## src/rtl/max8.sv

```systemverilog
// max8: peak-magnitude detector for a signed sample stream.
// Takes |sig| each clock and holds the largest magnitude seen since reset.
// Optional feature: define MAX8_DECAY_EN to let the held peak decay by one
// every 2^DECAY_SHIFT clocks without a new peak.
//
// Ports:
//   clk  - system clock, rising edge
//   rst  - asynchronous active-high reset, clears the held peak
//   sig  - WIDTH-bit two's-complement sample, valid every clock
//   max  - WIDTH-1 bit unsigned peak magnitude, driven from a flop
module max8 #(
  parameter int unsigned WIDTH       = 8,
  parameter int unsigned DECAY_SHIFT = 16
) (
  input  logic             clk,
  input  logic             rst,
  input  logic [WIDTH-1:0] sig,
  output logic [WIDTH-2:0] max
);

  localparam int unsigned MAG_W = WIDTH - 1;

  logic [WIDTH-1:0] neg_c;
  logic [MAG_W-1:0] mag_c;
  logic             new_peak_c;
  logic [MAG_W-1:0] max_d, max_q;

  // Absolute value; the most-negative input negates to itself, so saturate it.
  always_comb begin
    neg_c = ~sig + WIDTH'(1);
    if (sig[WIDTH-1]) begin
      mag_c = neg_c[WIDTH-1] ? {MAG_W{1'b1}} : neg_c[MAG_W-1:0];
    end else begin
      mag_c = sig[MAG_W-1:0];
    end
  end

  assign new_peak_c = (mag_c > max_q);

`ifdef MAX8_DECAY_EN
  logic [DECAY_SHIFT-1:0] cnt_d, cnt_q;
  logic                   wrap_c;

  assign wrap_c = (cnt_q == {DECAY_SHIFT{1'b1}});

  // New peak wins over decay and restarts the decay interval.
  always_comb begin
    max_d = max_q;
    cnt_d = cnt_q + DECAY_SHIFT'(1);
    if (new_peak_c) begin
      max_d = mag_c;
      cnt_d = '0;
    end else if (wrap_c && (max_q != '0)) begin
      max_d = max_q - MAG_W'(1);
    end
  end

  always_ff @(posedge clk or posedge rst) begin
    if (rst) begin
      cnt_q <= '0;
    end else begin
      cnt_q <= cnt_d;
    end
  end
`else
  // Pure peak-hold.
  always_comb begin
    max_d = max_q;
    if (new_peak_c) begin
      max_d = mag_c;
    end
  end
`endif

  // Held peak register.
  always_ff @(posedge clk or posedge rst) begin
    if (rst) begin
      max_q <= '0;
    end else begin
      max_q <= max_d;
    end
  end

  assign max = max_q;

endmodule

```

## config.mk

```make
export PLATFORM = sky130hd
export DESIGN_NAME = max8
export DESIGN_NICKNAME = d
export VERILOG_FILES = /design/src/rtl/max8.sv
export SDC_FILE = /design/constraint.sdc
export NUM_CORES = 1
export LEC_CHECK = 0
export CAP_MARGIN = 20
export CELL_PAD_IN_SITES_DETAIL_PLACEMENT = 0
export CELL_PAD_IN_SITES_GLOBAL_PLACEMENT = 1
export CORE_MARGIN = 4
export CORE_UTILIZATION = 40
export CTS_CLUSTER_DIAMETER = 150
export DETAILED_ROUTE_END_ITERATION = 8
export DONT_BUFFER_PORTS = 1
export PLACE_DENSITY = 0.8
export SETUP_SLACK_MARGIN = 0.05
export SYNTH_ARGS = -nofsm -noshare
export SYNTH_HDL_FRONTEND = slang
export SYNTH_SLANG_ARGS = --single-unit
```

## constraint.sdc

```tcl
create_clock -name clk -period 1.64 [get_ports clk]
set_clock_uncertainty 0.05 [all_clocks]
set_input_delay 0.246 -clock clk [delete_from_list [all_inputs] [get_ports clk]]
set_output_delay 0.246 -clock clk [all_outputs]
set_load 0.005 [all_outputs]
```

==> metrics.csv <==
metric,value,unit
CTS buffer count,3,
grt met1 use,14.7,%
Die Y,49.0,um
Maximum Capacitance Violations,0,
"Seq/Total Area, Yosys",26.0,%
initial antenna violation count,0,
Final setup violation count,7,
WP data required,1720,ps
dpl ws,-945,ps
Area growth syn-to-layout,24.9,%
area of the die,0.00240,sq mm
"Clk Latency, worst-skew pair",250,ps
Synth warnings,0,
Critical Path Fanout Max,7,
Ant. Diodes,0,
RSZ-0062 raised after global routing,yes,
CP Data Arrival Time,2430,ps
Final Core Density,54.5,%
vias in the first global route,558,
Setup TNS Final,-4790,ps
number of port buffers,0,
CTS tree,yes,
Unique masters post-synth,27,
M2 GR Usage,18.5,%
"Avg Cell Area, Syn",8.98,sq um
Rows,14,
gpl congestion,0.729,
crit-path max cell delay,540,ps
fillcell total,152,
largest net degree at the start of global routing,12,
first-pass GRT wire length,2.30,mm
Final period util,143,%
met3 Use GR,2.75,%
IO Pins,17,
Post-Syn Area,673,sq um
critical path's slowest cell,or4_4,
CP endpoint kind,flip-flop,
syn_nets,93,
final hold violation count,0,
Hold/Removal Path Class,primary input to flip-flop,
Worst Path Buf+Inv,0,
Fmax,426,MHz
GR Overflow Total,0,
most frequent cells in the layout,"inv_1, buf_4, ha_1",
Slew HR,80.9,%
CP Class,primary input to flip-flop,
busiest grt layer,met2,
Residual DRC,0,
share of post-route cells with drive strength above 1,35.1,%
Total GRT Usage,11.6,%
CTS root buf,clkbuf_4,
H-tree Lvls,1,
Tmin final,2350,ps
routed len/inst,12.9,um
Initial Util,43.7,%
PwrDens,1410,mW/mm^2
max-slew violations,0,
max reg flops,7,
worst path cell trace,"or4_4, nand3b_1, a31oi_1, ha_1, a21oi_1, a21oi_2, o22a_2, mux2_4",
DRT iter0 DRCs,2,
Die Wd,49.0,um
leakage,0.422,nW
crit path launch type,primary input,
Pre-antenna DRT Iters,4,
cell count after synthesis,75,
final wirelength,1.42,mm
via count,588,
violated checks,setup timing,
Tightest Pin Transition,286,ps
run status,"finished, violations left",
Post-DP HPWL,1.17,mm
Floorplan Core Area,0.00154,sq mm
IR Drop Worst-Case VDD,0.725,mV
vias per cell,5.35,
#FFs+latches synth,7,
Antenna Nets Post-Route,0,
fin worst setup slack,-710,ps
clk slew on worst S/H paths,50,ps
final net count,113,
clk buf depth,2,
"delay-heaviest family, CP",simple AND/OR/NAND/NOR gates,
clock sink total,7,
[power breakdown]
group	internal (mW)	total [mW]	leakage [nW]	switching, mW
combinational	0.416	0.721	0.326	0.305
clock	0.0928	0.156	0.0150	0.0631
sequential	0.265	0.309	0.0813	0.0447
[synth_stat cells]
master	number	area share [%]
clkbuf_8	1	2.0
a21bo_1	1	1.5
dfrtp_1	7	26
a31o_2	1	1.3
nand2_1	2	1.1
nor3b_1	1	1.1
a21oi_1	4	3.0
a31oi_1	3	2.8
nor2_1	3	1.7
o311ai_2	1	2.4
nand3b_1	3	3.3
mux2i_1	2	3.0
o21bai_1	1	1.1
mux2_2	5	8.4
mux2_4	1	2.2
o21ai_0	4	3.0
ha_1	8	15
o21ba_2	1	1.5
buf_4	1	1.1
o22a_2	1	1.5
inv_1	16	8.9
a211oi_1	1	1.1
nand3_1	1	0.74
o21a_1	2	2.2
nor3_1	2	1.5
or4_4	1	1.7
nand4_1	1	0.93
[cell type report]
cell class	count	area [sq um]	share of cell area [%]
multi-input combinational	50	429	51.0
sequential	7	175	20.8
timing repair buffer	17	130	15.5
inverter	16	60.1	7.14
clock buffer	4	26.3	3.13
tap	16	20.0	2.38
[final timing paths]
check                       start  endpoint  slack (ps)  depth (start not counted)
max                        sig[5]    max[6]        -710                          8
min in group asynchronous     rst    max[3]         320                          2
max reg2reg                max[4]    max[6]        -120                          6
max in group asynchronous     rst    max[4]        1000                          2
min reg2reg                max[2]    max[2]         560                          2
min                        sig[5]    max[5]         260                          2
[cell families after synthesis]
kind of cell / after synthesis / synth area share [%]
AOI/OAI and AO/OA: 20 / 21.4
adders and majority gates: 8 / 14.9
buffers and inverters: 18 / 12.1
DFF: 7 / 26.0
muxes: 8 / 13.6
and+or+nand+nor: 14 / 12.1
[what timing repair did]
item | CTS | global route
pin swaps | 0 | 0
hold endpoints to repair | 7 | 0
gates resized for setup | 0 | 1
hold buffers | 1 | 0
buffers inserted | 0 | 1
setup endpoints to repair | 7 | 7
[layer usage]
layer	vias up	share of wire [%]	wire length, um
li1	304	-	-
met2	14	46	660
met3	2	7.0	99
met5	-	0	0
met4	0	0.42	6
met1	268	46	656
[stage by stage]
| step | hold slack (ps) | instances | cell area, sq um | total power, mW |
|---|---|---|---|---|
| floorplan | -0.602 | 75 | 682 | 0.813 |
| global placement | 33.4 | 104 | 793 | 1.01 |
| detailed placement | 41.0 | 104 | 793 | 1.02 |
| CTS | 219 | 109 | 830 | 1.20 |
| global route | 258 | 110 | 841 | 1.30 |
| finish | 255 | 110 | 841 | 1.19 |
Note: power is estimated with default switching activity, not from simulation.
